**config.mk**
```make
export PLATFORM = sky130hd
export DESIGN_NAME = mips_seq_controller_flat
export DESIGN_NICKNAME = d
export VERILOG_FILES = /design/src/rtl/mips_seq_controller_if.sv /design/src/rtl/mips_seq_controller.sv /design/src/flat_wrapper.sv
export SDC_FILE = /design/constraint.sdc
export NUM_CORES = 1
export LEC_CHECK = 0
export BUFFER_PORTS_ARGS = -buffer_cell sky130_fd_sc_hd__buf_2
export CORE_ASPECT_RATIO = 1.1
export CORE_UTILIZATION = 43
export CTS_BUF_LIST = sky130_fd_sc_hd__clkbuf_8
export CTS_CLUSTER_SIZE = 30
export DETAILED_ROUTE_END_ITERATION = 12
export PLACE_DENSITY = 0.83
export SYNTH_ARGS = -nofsm -noshare
export SYNTH_HDL_FRONTEND = slang
export SYNTH_SLANG_ARGS = --single-unit
```
**constraint.sdc**
```tcl
create_clock -name clk -period 2 [get_ports clk]
set_input_delay 0.1 -clock clk [delete_from_list [all_inputs] [get_ports clk]]
set_output_delay 0.1 -clock clk [all_outputs]
set_load 0.05 [all_outputs]
```
**src/rtl/mips_seq_controller_if.sv**
```systemverilog
// Datapath-facing bundle of the MIPS sequencing controller: run control in,
// decoded datapath controls and status out.
interface mips_seq_controller_if;
  logic        start;
  logic        step;
  logic        resume;
  logic [5:0]  opcode;
  logic [5:0]  func;
  logic        ALUZero;

  logic        PCinit;
  logic        pc_en;
  logic        RegWrite;
  logic        RegDst;
  logic        WRsel;
  logic        WDsel;
  logic        ALUsrc;
  logic        PCsrc;
  logic        jsel;
  logic        jrsel;
  logic        MemRead;
  logic        MemWrite;
  logic        MemtoReg;
  logic [2:0]  ALUoperation;
  logic        halted;
  logic        illegal;
  logic [31:0] instr_count;

  modport slave (
    input  start, step, resume, opcode, func, ALUZero,
    output PCinit, pc_en, RegWrite, RegDst, WRsel, WDsel, ALUsrc, PCsrc,
           jsel, jrsel, MemRead, MemWrite, MemtoReg, ALUoperation,
           halted, illegal, instr_count
  );

  modport master (
    output start, step, resume, opcode, func, ALUZero,
    input  PCinit, pc_en, RegWrite, RegDst, WRsel, WDsel, ALUsrc, PCsrc,
           jsel, jrsel, MemRead, MemWrite, MemtoReg, ALUoperation,
           halted, illegal, instr_count
  );
endinterface

```
**src/rtl/mips_seq_controller.sv**
```systemverilog
// Single-cycle MIPS controller with IDLE/RUN/STEP/HALTED sequencing and a sticky illegal flag.
// Optional retired-instruction counter is built only when CTRL_PERF_CNT_EN is defined.
module mips_seq_controller (
  input  logic                  clk,
  input  logic                  rst,
  mips_seq_controller_if.slave  bus
);

  localparam int unsigned OP_W  = 6;
  localparam int unsigned ALU_W = 3;
  localparam int unsigned CNT_W = 32;

  localparam logic [OP_W-1:0] OP_RTYPE = 6'b000000;
  localparam logic [OP_W-1:0] OP_J     = 6'b000010;
  localparam logic [OP_W-1:0] OP_JAL   = 6'b000011;
  localparam logic [OP_W-1:0] OP_BEQ   = 6'b000100;
  localparam logic [OP_W-1:0] OP_ADDI  = 6'b001000;
  localparam logic [OP_W-1:0] OP_SLTI  = 6'b001010;
  localparam logic [OP_W-1:0] OP_LW    = 6'b100011;
  localparam logic [OP_W-1:0] OP_SW    = 6'b101011;
  localparam logic [OP_W-1:0] OP_HALT  = 6'b111111;

  localparam logic [OP_W-1:0] FN_JR  = 6'b001000;
  localparam logic [OP_W-1:0] FN_ADD = 6'b100000;
  localparam logic [OP_W-1:0] FN_SUB = 6'b100010;
  localparam logic [OP_W-1:0] FN_AND = 6'b100100;
  localparam logic [OP_W-1:0] FN_OR  = 6'b100101;
  localparam logic [OP_W-1:0] FN_SLT = 6'b101010;

  localparam logic [ALU_W-1:0] ALU_AND = 3'b000;
  localparam logic [ALU_W-1:0] ALU_OR  = 3'b001;
  localparam logic [ALU_W-1:0] ALU_ADD = 3'b010;
  localparam logic [ALU_W-1:0] ALU_SUB = 3'b110;
  localparam logic [ALU_W-1:0] ALU_SLT = 3'b111;

  typedef enum logic [1:0] {
    S_IDLE   = 2'd0,
    S_RUN    = 2'd1,
    S_STEP   = 2'd2,
    S_HALTED = 2'd3
  } state_t;

  typedef struct packed {
    logic             reg_write;
    logic             reg_dst;
    logic             wr_sel;
    logic             wd_sel;
    logic             alu_src;
    logic             pc_src;
    logic             jsel;
    logic             jr_sel;
    logic             mem_read;
    logic             mem_write;
    logic             mem_to_reg;
    logic [ALU_W-1:0] alu_op;
  } ctl_t;

  state_t r_state;
  state_t w_state_nxt;
  logic   r_illegal;
  logic   w_illegal_nxt;
  ctl_t   w_dec;
  ctl_t   w_ctl;
  logic   w_dec_legal;
  logic   w_dec_halt;
  logic   w_retire;
  logic   w_pcinit;
  logic   w_pc_en;

  // Instruction decode, purely combinational from opcode/func
  always_comb begin
    w_dec       = '0;
    w_dec_legal = 1'b1;
    w_dec_halt  = 1'b0;
    case (bus.opcode)
      OP_RTYPE: begin
        w_dec.reg_dst   = 1'b1;
        w_dec.reg_write = 1'b1;
        w_dec.wd_sel    = 1'b1;
        case (bus.func)
          FN_ADD: w_dec.alu_op = ALU_ADD;
          FN_SUB: w_dec.alu_op = ALU_SUB;
          FN_AND: w_dec.alu_op = ALU_AND;
          FN_OR:  w_dec.alu_op = ALU_OR;
          FN_SLT: w_dec.alu_op = ALU_SLT;
          FN_JR: begin
            w_dec        = '0;
            w_dec.jr_sel = 1'b1;
          end
          default: begin
            w_dec       = '0;
            w_dec_legal = 1'b0;
          end
        endcase
      end
      OP_LW: begin
        w_dec.alu_src    = 1'b1;
        w_dec.mem_read   = 1'b1;
        w_dec.mem_to_reg = 1'b1;
        w_dec.reg_write  = 1'b1;
        w_dec.wd_sel     = 1'b1;
        w_dec.alu_op     = ALU_ADD;
      end
      OP_SW: begin
        w_dec.alu_src   = 1'b1;
        w_dec.mem_write = 1'b1;
        w_dec.alu_op    = ALU_ADD;
      end
      OP_ADDI, OP_SLTI: begin
        w_dec.alu_src   = 1'b1;
        w_dec.reg_write = 1'b1;
        w_dec.wd_sel    = 1'b1;
        w_dec.alu_op    = (bus.opcode == OP_SLTI) ? ALU_SLT : ALU_ADD;
      end
      OP_BEQ: begin
        w_dec.alu_op = ALU_SUB;
        w_dec.pc_src = bus.ALUZero;
      end
      OP_J: w_dec.jsel = 1'b1;
      OP_JAL: begin
        w_dec.jsel      = 1'b1;
        w_dec.wr_sel    = 1'b1;
        w_dec.reg_write = 1'b1;
      end
      OP_HALT: w_dec_halt = 1'b1;
      default: w_dec_legal = 1'b0;
    endcase
  end

  assign w_retire = ((r_state == S_RUN) || (r_state == S_STEP)) && w_dec_legal && !w_dec_halt;

  // State and sticky illegal flag
  always_ff @(posedge clk) begin
    if (!rst) begin
      r_state   <= S_IDLE;
      r_illegal <= 1'b0;
    end else begin
      r_state   <= w_state_nxt;
      r_illegal <= w_illegal_nxt;
    end
  end

  // Next state and gated datapath controls; only a retiring instruction drives strobes
  always_comb begin
    w_state_nxt   = r_state;
    w_illegal_nxt = r_illegal;
    w_ctl         = '0;
    w_pcinit      = 1'b0;
    w_pc_en       = 1'b0;
    case (r_state)
      S_IDLE: begin
        w_pcinit = 1'b1;
        if (bus.start) w_state_nxt = S_RUN;
      end
      S_RUN, S_STEP: begin
        if (w_retire) begin
          w_ctl   = w_dec;
          w_pc_en = 1'b1;
          if (r_state == S_STEP) w_state_nxt = S_HALTED;
        end else begin
          w_state_nxt = S_HALTED;
          if (!w_dec_legal) w_illegal_nxt = 1'b1;
        end
      end
      S_HALTED: begin
        if (bus.resume)    w_state_nxt = S_RUN;
        else if (bus.step) w_state_nxt = S_STEP;
      end
      default: w_state_nxt = S_IDLE;
    endcase
  end

  assign bus.PCinit       = w_pcinit;
  assign bus.pc_en        = w_pc_en;
  assign bus.RegWrite     = w_ctl.reg_write;
  assign bus.RegDst       = w_ctl.reg_dst;
  assign bus.WRsel        = w_ctl.wr_sel;
  assign bus.WDsel        = w_ctl.wd_sel;
  assign bus.ALUsrc       = w_ctl.alu_src;
  assign bus.PCsrc        = w_ctl.pc_src;
  assign bus.jsel         = w_ctl.jsel;
  assign bus.jrsel        = w_ctl.jr_sel;
  assign bus.MemRead      = w_ctl.mem_read;
  assign bus.MemWrite     = w_ctl.mem_write;
  assign bus.MemtoReg     = w_ctl.mem_to_reg;
  assign bus.ALUoperation = w_ctl.alu_op;
  assign bus.halted       = (r_state == S_HALTED);
  assign bus.illegal      = r_illegal;

`ifdef CTRL_PERF_CNT_EN
  logic [CNT_W-1:0] r_instr_count;

  // Retired-instruction counter, wraps naturally
  always_ff @(posedge clk) begin
    if (!rst)          r_instr_count <= '0;
    else if (w_retire) r_instr_count <= r_instr_count + CNT_W'(1);
  end

  assign bus.instr_count = r_instr_count;
`else
  assign bus.instr_count = '0;
`endif

endmodule

```
**src/flat_wrapper.sv**
```systemverilog
// flat-port wrapper written by rule: the top's interface ports become plain ports
module mips_seq_controller_flat 
  (clk, rst, bus_start, bus_step, bus_resume, bus_opcode, bus_func, bus_ALUZero, bus_PCinit, bus_pc_en, bus_RegWrite, bus_RegDst, bus_WRsel, bus_WDsel, bus_ALUsrc, bus_PCsrc, bus_jsel, bus_jrsel, bus_MemRead, bus_MemWrite, bus_MemtoReg, bus_ALUoperation, bus_halted, bus_illegal, bus_instr_count);
  mips_seq_controller_if bus_i ();
  input  logic clk;
  input  logic rst;
  input wire logic [$bits(bus_i.start)-1:0] bus_start;
  input wire logic [$bits(bus_i.step)-1:0] bus_step;
  input wire logic [$bits(bus_i.resume)-1:0] bus_resume;
  input wire logic [$bits(bus_i.opcode)-1:0] bus_opcode;
  input wire logic [$bits(bus_i.func)-1:0] bus_func;
  input wire logic [$bits(bus_i.ALUZero)-1:0] bus_ALUZero;
  output wire logic [$bits(bus_i.PCinit)-1:0] bus_PCinit;
  output wire logic [$bits(bus_i.pc_en)-1:0] bus_pc_en;
  output wire logic [$bits(bus_i.RegWrite)-1:0] bus_RegWrite;
  output wire logic [$bits(bus_i.RegDst)-1:0] bus_RegDst;
  output wire logic [$bits(bus_i.WRsel)-1:0] bus_WRsel;
  output wire logic [$bits(bus_i.WDsel)-1:0] bus_WDsel;
  output wire logic [$bits(bus_i.ALUsrc)-1:0] bus_ALUsrc;
  output wire logic [$bits(bus_i.PCsrc)-1:0] bus_PCsrc;
  output wire logic [$bits(bus_i.jsel)-1:0] bus_jsel;
  output wire logic [$bits(bus_i.jrsel)-1:0] bus_jrsel;
  output wire logic [$bits(bus_i.MemRead)-1:0] bus_MemRead;
  output wire logic [$bits(bus_i.MemWrite)-1:0] bus_MemWrite;
  output wire logic [$bits(bus_i.MemtoReg)-1:0] bus_MemtoReg;
  output wire logic [$bits(bus_i.ALUoperation)-1:0] bus_ALUoperation;
  output wire logic [$bits(bus_i.halted)-1:0] bus_halted;
  output wire logic [$bits(bus_i.illegal)-1:0] bus_illegal;
  output wire logic [$bits(bus_i.instr_count)-1:0] bus_instr_count;
  assign bus_i.start = bus_start;
  assign bus_i.step = bus_step;
  assign bus_i.resume = bus_resume;
  assign bus_i.opcode = bus_opcode;
  assign bus_i.func = bus_func;
  assign bus_i.ALUZero = bus_ALUZero;
  assign bus_PCinit = bus_i.PCinit;
  assign bus_pc_en = bus_i.pc_en;
  assign bus_RegWrite = bus_i.RegWrite;
  assign bus_RegDst = bus_i.RegDst;
  assign bus_WRsel = bus_i.WRsel;
  assign bus_WDsel = bus_i.WDsel;
  assign bus_ALUsrc = bus_i.ALUsrc;
  assign bus_PCsrc = bus_i.PCsrc;
  assign bus_jsel = bus_i.jsel;
  assign bus_jrsel = bus_i.jrsel;
  assign bus_MemRead = bus_i.MemRead;
  assign bus_MemWrite = bus_i.MemWrite;
  assign bus_MemtoReg = bus_i.MemtoReg;
  assign bus_ALUoperation = bus_i.ALUoperation;
  assign bus_halted = bus_i.halted;
  assign bus_illegal = bus_i.illegal;
  assign bus_instr_count = bus_i.instr_count;
  mips_seq_controller u_core (.clk(clk), .rst(rst), .bus(bus_i));
endmodule
```
==> reports/results.md, run 1 <==
| Item | Reported | Unit |
|---|---|---|
| Max Clock Freq | 521 | MHz |
| Kind of end point of the critical path | output pin | - |
| Most common library cell in the layout ignoring fill and taps | conb_1 | - |
| Combinational Power Share | 70.6 | % |
| Outcome | complete, no violations | - |
| Final WL | 2.34 | mm |
| Cell type with the highest aggregate area in the netlist | buf_4 | - |
| Area taken by flip-flops and latches | 62.6 | µm² |
| Critical Path Start Type | flop | - |
| Clock power share | 17.1 | % |
| Count of H-tree levels built during CTS | 1 | - |
| Area share of the leading cell type in the synthesized netlist | 26.4 | % |
| Highest fanout seen on the critical path | 5 | - |
| Placed wire-length estimate after detailed placement | 1.84 | mm |
| Post-layout util | 57.7 | % |
| Critical Setup Path Class | reg2out | - |
| Non-Filler Instances | 205 | - |
| Cell area after synthesis | 968 | µm² |
| Synth Area in XOR/XNOR | 0 | % |
| Peak supply drop | 0.647 | mV |
| Pin count of the biggest net entering global routing | 11 | - |
| Fillcell total | 206 | - |
| Switch Pwr | 0.547 | mW |
| Die span in y | 51.8 | µm |
| Int Pwr | 0.427 | mW |
| Total power | 0.974 | mW |
| Number of top-level pins | 68 | - |
| Global-route wire length before repair | 3.38 | mm |
| Required @ worst endpoint | 1.90 | ns |
| Antenna Violating Nets Remaining | 0 | - |
| Largest cells by area after synthesis | buf_4 26%, dfxtp_1 6.2%, nor2_1 4.7%, ha_1 3.9%, a21oi_1 3.6% | - |
| Mean cell area of the mapped netlist | 7.17 | µm² |
| All-layer global routing usage | 18.6 | % |
| Floorplan Core Area | 0.00206 | mm² |
| Number of enable-type register cells in the synthesized netlist | 0 | - |
| Ratio of cells with drive above 1 in the final layout | 36.2 | % |
| Flip-flop and latch count after synthesis | 3 | - |
| Switching Share | 56.2 | % |
| CTS tree | built | - |
| Main combinational cell family by area after synthesis | simple AND/OR/NAND/NOR gates | - |
| Post-route fraction of the period consumed by the critical path | 96.0 | % |
| Area overhead of the layout relative to synthesis | 23.0 | % |
| Adder and majority cell fraction of the synthesized area | 3.88 | % |
| Wire length per cell | 11.4 | µm |
| Number of nets in the finished design | 199 | - |
| Num CTS Buffers | 3 | - |
| Post-synthesis instance total | 135 | - |
| Input/output buffers | 35 | - |
| Hold buffers post-CTS | 0 | - |
| Path type of the worst min-delay path | in2reg | - |
| Clock-pin slew on the worst setup and hold paths | 0.03 | ns |
| Number of violations of the max-capacitance limit | 0 | - |
| YS warnings | 0 | - |
| Final-report hold violation count | 0 | - |
| Count of TritonRoute iterations in the first routing pass | 4 | - |
| Root buffer selected by CTS | clkbuf_8 | - |
| Number of endpoints failing setup at the final stage | 0 | - |
| Number of global-route vias before repair | 911 | - |
| Clock period minus final worst setup slack | 1.92 | ns |
| Total via count after detailed routing | 1055 | - |
| DRC violation total after the first TritonRoute iteration | 19 | - |
| Placed Cells | 199 | - |
| Lkg Pwr | 0.574 | nW |
| Routability cong. | 0.823 | - |
| Maximum number of buffers from clock root to sink | 2 | - |
| Antenna cell count | 0 | - |
| Initial antenna violation count | 0 | - |
| Arrival time of the worst setup path | 1.82 | ns |
| Sequential share of the synthesized area | 6.20 | % |
| Multiplexer area fraction after synthesis | 1.03 | % |
| Simple logic cell fraction of the synthesized area | 30.9 | % |
| Setup TNS Final | 0 | ns |
| Die X | 47.3 | µm |
| Detail-routed via count per cell | 5.15 | - |
| Power density normalized to cell area | 818 | mW/mm² |
| Die ar. | 0.00245 | mm² |
| Library cells used by synthesis | 41 | - |
| Clock Skew | 0.00108 | ns |
| Starting utilization of the core area | 46.9 | % |
| Most frequently used flop master after synthesis | dfxtp_1 | - |
| Most used cells in the layout excluding fill and tap cells | 32 x conb_1, 31 x buf_2, 11 x nor2_1 | - |
| Post-route DRC violation count | 0 | - |
| Proportion of synthesized flip-flops having asynchronous set or reset | 0 | % |
| Remaining Overflow, GRT | 0 | - |
| Std cell rows | 17 | - |
| Share of the synthesized area in compound gates (AO/OA/AOI/OAI) | 27.0 | % |
| Fin. max-slew vios | 0 | - |
| Multi-input gate area | 766 | µm² |
| Skew-Pair Late Insertion Delay | 0.21 | ns |
| CTS sink count | 3 | - |
| Flop pwr share | 12.3 | % |
## layer usage
metal / global-route usage (%) / share of wire (%) / vias up
met5: 0 / 0 / -
met4: 7.62 / 0 / 0
li1: - / - / 501
met3: 2.78 / 5.2 / 0
met1: 19.3 / 39 / 502
met2: 34.9 / 55 / 52
## synth_stat cells (3+ instances only)
cell	instances
a21oi_1	7
a41oi_1	3
buf_2	3
buf_4	34
dfxtp_1	3
ha_1	3
inv_1	7
nand2_1	9
nand2b_1	4
nand3_1	4
nor2_1	12
nor2b_1	3
nor3_1	4
o211ai_1	3
o21ai_0	4
## power by group through the flow
stage | combinational [mW] | sequential [mW] | clock [mW]
finish | 0.688 | 0.119 | 0.167
global route | 0.731 | 0.121 | 0.182
CTS | 0.639 | 0.114 | 0.174
detailed placement | 0.638 | 0.115 | 0
global placement | 0.622 | 0.113 | 0
floorplan | 0.527 | 0.140 | 0
## flip-flops by register name (all words and copies together), names as in the netlist
name,count
u_core.bus.illegal,1
u_core.r_state,2
## kinds of logic (layout without fill, tap and decap cells)
group | count (synthesis) | count (layout)
DFF | 3 | 3
buffers and inverters | 44 | 54
adders and majority gates | 3 | 3
and+or+nand+nor | 51 | 51
other | 1 | 32
muxes | 1 | 1
AOI/OAI and AO/OA | 32 | 33
## final cells by class
class                   instances  share of cell area (%)
well taps                      28                    2.94
repair buffers                 43                    21.5
clock buffers                   3                    3.47
flip-flops and latches          3                    5.25
inverters                       7                    2.21
clock inverters                 1                   0.315
multi-input cells             120                    64.3
## worst max-delay path, cell delays in order, from the launching register on
cell and delay (ns):
dfxtp_2 0.34, inv_1 0.06, ha_1 0.30, o31a_1 0.29, o21ai_4 0.17, a211oi_2 0.26
buf_6 0.19
## what timing repair did
item,in CTS,in global routing
gates resized for setup,1,10
endpoints found under the setup margin,1,9
setup buffers,0,1
cloned,0,1
## metrics by stage
step	hold WS (ns)	setup WS, ns	instance area [µm²]
finish	0.200	0.0800	1190
global route	0.204	-0.00283	1190
CTS	0.194	0.00325	1150
detailed placement	0.420	0.0816	1110
global placement	0.400	0.113	1110
floorplan	0.249	-0.119	1110
## worst paths after layout
check	start	end	slack (ns)	depth (start not counted)
max	u_core.r_state[0]$_SDFFE_PN0P_	bus_ALUoperation[0]	0.08	6
min	rst	u_core.r_state[0]$_SDFFE_PN0P_	0.20	3
max reg2reg	u_core.r_state[0]$_SDFFE_PN0P_	u_core.r_state[1]$_SDFFE_PN0P_	0.23	7
min reg2reg	u_core.bus.illegal$_SDFFE_PN0P_	u_core.bus.illegal$_SDFFE_PN0P_	0.51	2
Power figures use the tool's default switching activity.
==> inputs of run 2 (changes only) <==
--- a/config.mk
+++ b/config.mk
@@ -5,13 +5,15 @@
 export SDC_FILE = /design/constraint.sdc
 export NUM_CORES = 1
 export LEC_CHECK = 0
+export ABC_AREA = 1
 export BUFFER_PORTS_ARGS = -buffer_cell sky130_fd_sc_hd__buf_2
 export CORE_ASPECT_RATIO = 1.1
-export CORE_UTILIZATION = 43
+export CORE_MARGIN = 10
+export CORE_UTILIZATION = 40
 export CTS_BUF_LIST = sky130_fd_sc_hd__clkbuf_8
 export CTS_CLUSTER_SIZE = 30
 export DETAILED_ROUTE_END_ITERATION = 12
-export PLACE_DENSITY = 0.83
+export PLACE_DENSITY = 0.82
 export SYNTH_ARGS = -nofsm -noshare
 export SYNTH_HDL_FRONTEND = slang
 export SYNTH_SLANG_ARGS = --single-unit
==> run 2 against run 1 <==
  * Via count shrank 16%
  * Die area grew 79%
  * Utilization shrank 4.5 points
  * Sequential cell count is the same
  * Global-route usage shrank 8.6 points
  * Maximum frequency grew 3.3%
  * Critical path type unchanged
  * Critical endpoint is now bus_MemtoReg
  * Largest power group unchanged
  * Highest routed layer unchanged
==> reports/results.md, run 2 <==
| Item | Reported | Unit | vs previous |
|---|---|---|---|
| DRC violation total after the first TritonRoute iteration | 25 | - | +6 |
| Lkg Pwr | 0.617 | nW | +7.6% |
| Input/output buffers | 35 | - | unchanged |
| Pin count of the biggest net entering global routing | 12 | - | +1 |
| Num CTS Buffers | 3 | - | unchanged |
| Fin. max-slew vios | 0 | - | unchanged |
| Die X | 64.0 | µm | +35% |
| Die span in y | 68.4 | µm | +32% |
| Wire length per cell | 11.3 | µm | -0.77% |
| Power density normalized to cell area | 877 | mW/mm² | +7.3% |
| Kind of end point of the critical path | output pin | - |  |
| Number of nets in the finished design | 199 | - | unchanged |
| Setup TNS Final | 0 | ns | unchanged |
| Starting utilization of the core area | 42.2 | % | -4.8 points |
| Routability cong. | 0.859 | - | +4.3% |
| Library cells used by synthesis | 24 | - | -41% |
| Top register by number of flip-flops | u_core.r_state | - |  |
| Worst hold path stage count | 2 | - | -1 |
| Category of cells accounting for the largest share of critical-path delay | buffers and inverters | - |  |
| Leading post-synthesis cells by instance count | 33 x buf_4, 18 x inv_1, 18 x nand2_1 | - |  |
| Cell type with the highest aggregate area in the netlist | buf_4 | - |  |
| Max Clock Freq | 538 | MHz | +3.3% |
| Flip-flop and latch count after synthesis | 3 | - | unchanged |
| Arrival time of the worst setup path | 1.76 | ns | -0.06 ns |
| Count of H-tree levels built during CTS | 1 | - | unchanged |
| Most common library cell in the layout ignoring fill and taps | conb_1 | - |  |
| Placed Cells | 200 | - | +0.50% |
| RSZ-0062 raised after global routing | no | - |  |
| Most frequently used flop master after synthesis | dfxtp_1 | - |  |
| Floorplan Core Area | 0.00202 | mm² | -2.1% |
| Remaining Overflow, GRT | 0 | - | unchanged |
| Synth Area in XOR/XNOR | 0 | % | unchanged |
| Number of endpoints failing setup at the final stage | 0 | - | unchanged |
| Post-route worst setup slack | 0.141 | ns | +0.0609 ns |
| Placed wire-length estimate after detailed placement | 2.07 | mm | +13% |
| Final WL | 2.32 | mm | -0.77% |
| Final-report hold violation count | 0 | - | unchanged |
| Initial antenna violation count | 0 | - | unchanged |
| Critical Setup Path Class | reg2out | - |  |
| Global-route wire length before repair | 3.70 | mm | +9.4% |
| Root buffer selected by CTS | clkbuf_8 | - |  |
| Total via count after detailed routing | 886 | - | -16% |
| Dpl ws | 0.0488 | ns | -0.0328 ns |
| Simple logic cell fraction of the synthesized area | 37.3 | % | +6.4 points |
| Maximum number of buffers from clock root to sink | 2 | - | unchanged |
| Number of violations of the max-capacitance limit | 0 | - | unchanged |
| Multi-input gate area | 642 | µm² | -16% |
| Post-route DRC violation count | 0 | - | unchanged |
| CTS tree | built | - |  |
| Skew-Pair Late Insertion Delay | 0.22 | ns | about the same |
| Number of flip-flops in the largest register | 2 | - | unchanged |
| Ratio of cells with drive above 1 in the final layout | 40.7 | % | +4.5 points |
| Cell area after synthesis | 852 | µm² | -12% |
| Crit-path max cell delay | 0.35 | ns | about the same |
| Area taken by flip-flops and latches | 62.6 | µm² | unchanged |
| Outcome | complete, no violations | - |  |
| Total power | 0.943 | mW | -3.2% |
| Most used cells in the layout excluding fill and tap cells | 32 x conb_1, 29 x buf_2, 18 x nand2_1 | - |  |
| Peak supply drop | 0.459 | mV | -29% |
| Hold buffers post-CTS | 0 | - | unchanged |
| Area post-placement | 986 | µm² | -11% |
| Post-route fraction of the period consumed by the critical path | 93.0 | % | -3.0 points |
| Leading cell type by number of instances after synthesis | buf_4 | - |  |
| Adder and majority cell fraction of the synthesized area | 4.41 | % | +0.53 points |
| Share of the synthesized area in compound gates (AO/OA/AOI/OAI) | 11.2 | % | -16 points |
| Non-Filler Instances | 205 | - | unchanged |
| Clock Skew | 0.00245 | ns | +0.00137 ns |
| Number of enable-type register cells in the synthesized netlist | 0 | - | unchanged |
| Largest cells by area after synthesis | buf_4 29%, inv_1 7.9%, nand2_1 7.9%, nor2_1 7.5%, dfxtp_1 7.0% | - |  |
| Multiplexer area fraction after synthesis | 0 | % | -1.0 points |
| R2R Path Start | u_core.r_state[0]$_SDFFE_PN0P_ | - |  |
| Number of buffers inserted to repair setup after CTS | 0 | - | unchanged |
| Number of top-level pins | 68 | - | unchanged |
| Antenna cell count | 0 | - | unchanged |
| Final instance area | 0.00107 | mm² | -9.8% |
| Depth of the worst register-to-register path | 7 | - | unchanged |
| Proportion of synthesized flip-flops having asynchronous set or reset | 0 | % | unchanged |
| Required @ worst endpoint | 1.90 | ns | about the same |
| Area share of the leading cell type in the synthesized netlist | 29.1 | % | +2.7 points |
| Final Hold Slack | 0.127 | ns | -0.0725 ns |
| Count of TritonRoute iterations in the first routing pass | 4 | - | unchanged |
| Main combinational cell family by area after synthesis | buffers and inverters | - |  |
| Detail-routed via count per cell | 4.32 | - | -16% |
| Path type of the worst min-delay path | in2reg | - |  |
| Slowest stage cell on the critical path | dfxtp_2 | - |  |
| Sequential share of the synthesized area | 7.05 | % | +0.85 points |
| All-layer global routing usage | 9.99 | % | -8.6 points |
| Clock-pin slew on the worst setup and hold paths | 0.03 | ns | about the same |
| YS warnings | 0 | - | unchanged |
| Number of global-route vias before repair | 891 | - | -2.2% |
| Highest fanout seen on the critical path | 6 | - | +1 |
| Clock period minus final worst setup slack | 1.86 | ns | -0.0609 ns |
| Fillcell total | 202 | - | -1.9% |
| Post-synthesis instance total | 138 | - | +2.2% |
| Number of buffers and inverters on the critical path | 3 | - | +1 |
| Die ar. | 0.00438 | mm² | +79% |
| Critical path startpoint | u_core.r_state[0]$_SDFFE_PN0P_ | - |  |
| Post-layout util | 53.2 | % | -4.5 points |
| Antenna Violating Nets Remaining | 0 | - | unchanged |
| Critical path depth | 7 | - | +1 |
| Cells along the critical path | inv_1 -> ha_1 -> inv_2 -> a31oi_4 -> nand2_4 -> nor3_4 -> clkbuf_4 | - |  |
| Critical Path Start Type | flop | - |  |
| Area overhead of the layout relative to synthesis | 26.1 | % |  |
| Std cell rows | 17 | - | unchanged |
| CTS sink count | 3 | - | unchanged |
| Mean cell area of the mapped netlist | 6.17 | µm² | -14% |
| Source of the worst hold timing path | rst | - |  |
## run 2: changes by cell type after synthesis, sizes merged, moves of 4 or more
cell / change
nand4: +4
nor2b: -4
o211ai: -4
nand2b: -4
inv: +14
nand3: +5
nand2: +14
nor2: +6
## run 2: worst register-to-register path, delay by kind of cell (launching register included)
| kind | cells | cell delay [ns] |
|---|---|---|
| compound gates | 2 | 0.36 |
| flops | 1 | 0.35 |
| fa+ha+maj | 1 | 0.28 |
| simple gates | 2 | 0.20 |
| buf+inv | 2 | 0.11 |
## run 2: what timing repair did
action                     CTS  global route
cloned                       0             1
gates resized for setup      7             7
pin swaps                    0             1
setup endpoints to repair   11             9
## run 2: layout make-up
class                      instances  area share, %
clock buffer                       3           3.84
clock inverter                     1          0.349
inverter                          21           7.57
multi-input combinational        112           59.7
sequential                         3           5.82
tap                               28           3.26
timing repair buffer              37           19.4
## run 2: where the power goes
part | switching [mW] | leakage [nW] | internal, mW
Clock | 0.0399 | 0.0269 | 0.131
Sequential | 0.0235 | 0.0255 | 0.0961
Combinational | 0.488 | 0.565 | 0.165
Total | 0.552 | 0.617 | 0.391
## run 2: routing by layer
layer | global-route usage (%) | vias up | share of wire (%)
met5 | 0 | - | 0
met4 | 1.64 | 0 | 0
met2 | 17.9 | 41 | 50
met3 | 5.71 | 0 | 12
met1 | 10.2 | 385 | 38
li1 | - | 460 | -
## run 2: path summary, 6_finish.rpt
path / end / slack (ns)
worst max-delay path: bus_MemtoReg / 0.14
worst min-delay path: u_core.bus.illegal$_SDFFE_PN0P_ / 0.13
worst min register to register: u_core.bus.illegal$_SDFFE_PN0P_ / 0.46
worst max register to register: u_core.r_state[1]$_SDFFE_PN0P_ / 0.60
## run 2: logic make-up after synthesis
kind of cell	count (synthesis)
compound gates	15
fa+ha+maj	3
buf+inv	55
flops	3
other cells	1
simple gates	61
==> inputs of run 3 (changes only) <==
--- a/config.mk
+++ b/config.mk
@@ -9,11 +9,11 @@
 export BUFFER_PORTS_ARGS = -buffer_cell sky130_fd_sc_hd__buf_2
 export CORE_ASPECT_RATIO = 1.1
 export CORE_MARGIN = 10
-export CORE_UTILIZATION = 40
+export CORE_UTILIZATION = 37
 export CTS_BUF_LIST = sky130_fd_sc_hd__clkbuf_8
 export CTS_CLUSTER_SIZE = 30
 export DETAILED_ROUTE_END_ITERATION = 12
-export PLACE_DENSITY = 0.82
+export PLACE_DENSITY = 0.79
 export SYNTH_ARGS = -nofsm -noshare
 export SYNTH_HDL_FRONTEND = slang
 export SYNTH_SLANG_ARGS = --single-unit
==> constraint.sdc (replaced) <==
create_clock -name clk -period 1.5 [get_ports clk]
set_input_delay 0.075 -clock clk [delete_from_list [all_inputs] [get_ports clk]]
set_output_delay 0.075 -clock clk [all_outputs]
set_load 0.05 [all_outputs]
==> run 3 against run 2 <==
  * The run now ends with negative setup slack left
  * Critical path depth increased by 1
  * Sequential cell count unchanged
  * Sequential share of layout area decreased by 1.6 points
  * Critical path type unchanged
  * Largest power group unchanged
  * Highest routed layer is now met4
==> reports/results.md, run 3 (synthesis gave the netlist of run 2 again) <==
| Item | Reported | Unit | vs previous |
|---|---|---|---|
| Initial antenna violation count | 0 | - | unchanged |
| Top register by number of flip-flops | u_core.r_state | - |  |
| Hold buffers post-CTS | 0 | - | unchanged |
| Outcome | complete, but fails checks | - |  |
| Fin. max-slew vios | 0 | - | unchanged |
| Count of TritonRoute iterations in the first routing pass | 4 | - | unchanged |
| Number of nets in the finished design | 227 | - | +14% |
| Met2 Track Usage GR | 20.0 | % | +2.1 points |
| Placed wire-length estimate after detailed placement | 2.22 | mm | +7.2% |
| Setup TNS Final | -2.73 | ns | -2.73 ns |
| Routability cong. | 0.847 | - | -1.3% |
| Required @ worst endpoint | 1.42 | ns | -0.48 ns |
| Category of cells accounting for the largest share of critical-path delay | buffers and inverters | - |  |
| Die span in y | 70.3 | µm | +2.8% |
| Number of endpoints failing setup at the final stage | 17 | - | +17 |
| Fillcell total | 204 | - | +0.99% |
| Root buffer selected by CTS | clkbuf_8 | - |  |
| Met3 Usage GRT | 2.07 | % | -3.6 points |
| Skew-Pair Late Insertion Delay | 0.21 | ns | about the same |
| Global-route track usage on met1 | 10.8 | % | +0.61 points |
| Lkg Pwr | 0.787 | nW | +27% |
| Die ar. | 0.00462 | mm² | +5.6% |
| Std cell rows | 18 | - | +1 |
| Maximum number of buffers from clock root to sink | 2 | - | unchanged |
| CTS tree | built | - |  |
| Post-route fraction of the period consumed by the critical path | 114 | % |  |
| Max Clock Freq | 582 | MHz |  |
| Input/output buffers | 35 | - | unchanged |
| Power density normalized to cell area | 1140 | mW/mm² | +30% |
| Path type of the worst min-delay path | in2reg | - |  |
| Number of violations of the max-capacitance limit | 0 | - | unchanged |
| RSZ-0062 raised after global routing | yes | - |  |
| Floorplan Core Area | 0.00223 | mm² | +10% |
| Area post-placement | 0.00122 | mm² | +23% |
| Highest fanout seen on the critical path | 4 | - | -2 |
| Clock period minus final worst setup slack | 1.72 | ns |  |
| Non-Filler Instances | 235 | - | +15% |
| Depth of the worst register-to-register path | 10 | - | +3 |
| Cells along the critical path | inv_2 -> ha_4 -> inv_4 -> a31oi_4 -> nand2_4 -> buf_6 -> a31oi_4 -> buf_6 | - |  |
| Worst hold path stage count | 2 | - | unchanged |
| DRC violation total after the first TritonRoute iteration | 20 | - | -20% |
| Number of buffers and inverters on the critical path | 4 | - | +1 |
| Num CTS Buffers | 3 | - | unchanged |
| Most used cells in the layout excluding fill and tap cells | 32 x conb_1, 30 x buf_4, 20 x buf_2 | - |  |
| Remaining Overflow, GRT | 0 | - | unchanged |
| Ratio of cells with drive above 1 in the final layout | 52.7 | % | +12 points |
| Clock Skew | 0.000477 | ns | -0.00197 ns |
| Pin count of the biggest net entering global routing | 7 | - | -5 |
| Die X | 65.8 | µm | +2.7% |
| Most common library cell in the layout ignoring fill and taps | conb_1 | - |  |
| Critical path depth | 8 | - | +1 |
| All-layer global routing usage | 10.6 | % | +0.58 points |
| Number of top-level pins | 68 | - | unchanged |
| Final instance area | 0.00148 | mm² | +37% |
| Critical Path Start Type | flop | - |  |
| Crit-path max cell delay | 0.33 | ns | -0.02 ns |
| Violated checks | negative setup slack | - |  |
| Final Hold Slack | 0.0987 | ns | -0.0286 ns |
| Antenna Violating Nets Remaining | 0 | - | unchanged |
| Count of H-tree levels built during CTS | 1 | - | unchanged |
| Number of flip-flops in the largest register | 2 | - | unchanged |
| Clock-pin slew on the worst setup and hold paths | 0.03 | ns | about the same |
| Detail-routed via count per cell | 4.26 | - | -1.3% |
| Most utilized layer in the global route result | met2 | - |  |
| Area overhead of the layout relative to synthesis | 73.4 | % |  |
| Global-route wire length before repair | 4.17 | mm | +13% |
| Post-route DRC violation count | 0 | - | unchanged |
| Peak supply drop | 1.25 | mV | +170% |
| Post-route worst setup slack | -0.217 | ns | -0.358 ns |
| Starting utilization of the core area | 38.2 | % | -4.0 points |
| Total via count after detailed routing | 1002 | - | +13% |
| Antenna cell count | 0 | - | unchanged |
| Slowest stage cell on the critical path | dfxtp_2 | - |  |
| Arrival time of the worst setup path | 1.64 | ns | -0.12 ns |
| CTS sink count | 3 | - | unchanged |
| Critical Setup Path Class | reg2out | - |  |
| Number of global-route vias before repair | 989 | - | +11% |
| Final-report hold violation count | 0 | - | unchanged |
| Final WL | 2.82 | mm | +21% |
| Wire length per cell | 12.0 | µm | +5.8% |
| Placed Cells | 227 | - | +14% |
| Kind of end point of the critical path | output pin | - |  |
## run 3: cell count changes in the layout (fill, tap and decap cells not counted), moves of 3 or more
cell     delta
buf_6      +12
buf_8       +3
nor2_4      +3
buf_4      +25
a31oi_4     +3
a31oi_2     -3
buf_2       -9
## run 3: path summary, 6_finish.rpt
kind / from / slack (ns) / end
max: u_core.r_state[1]$_SDFFE_PN0P_ / -0.22 / bus_ALUoperation[2]
min: rst / 0.1 / u_core.bus.illegal$_SDFFE_PN0P_
max reg2reg: u_core.r_state[1]$_SDFFE_PN0P_ / -0.07 / u_core.r_state[1]$_SDFFE_PN0P_
min reg2reg: u_core.bus.illegal$_SDFFE_PN0P_ / 0.46 / u_core.bus.illegal$_SDFFE_PN0P_
## run 3: per-layer routing
| metal | up-vias | routed length [µm] |
|---|---|---|
| met5 | - | 0 |
| met4 | 0 | 46 |
| met3 | 4 | 195 |
| met2 | 42 | 1490 |
| met1 | 445 | 1080 |
| li1 | 511 | - |
## run 3: worst reg2reg max path, stage by stage, from the launching register on
cell and delay (ns):
dfxtp_2 0.33, inv_2 0.05, ha_4 0.26, inv_4 0.04
a31oi_4 0.17, buf_4 0.14, buf_4 0.09, buf_4 0.10
nand3_4 0.09, a21oi_2 0.14, nor2_1 0.05
## run 3: area by class of cell
type	count	area, µm²	area share, %
multi-input combinational	111	731	49.4
inverter	21	85.1	5.76
timing repair buffer	66	517	35.0
tap	30	37.5	2.54
clock buffer	3	41.3	2.79
clock inverter	1	3.75	0.254
sequential	3	62.6	4.23
## run 3: through the flow
stage	total power [mW]	worst slack (ns)	utilization (%)
floorplan	0.955	-0.425	-
global placement	1.16	-0.125	54.5
detailed placement	1.17	-0.134	54.5
CTS	1.56	-0.206	64.3
global route	1.80	-0.281	66.3
finish	1.68	-0.217	66.3
## run 3: power breakdown
part | internal [mW] | leakage, nW | switching, mW | total (mW)
combinational | 0.525 | 0.734 | 0.787 | 1.31
clock | 0.173 | 0.0269 | 0.0438 | 0.217
sequential | 0.128 | 0.0255 | 0.0248 | 0.153
total | 0.827 | 0.787 | 0.855 | 1.68
## run 3: repair_timing
| action | CTS | global route |
|---|---|---|
| gates resized for setup | 42 | 7 |
| setup buffers | 2 | 2 |
| pin swaps | 6 | 1 |
| endpoints found under the setup margin | 15 | 17 |
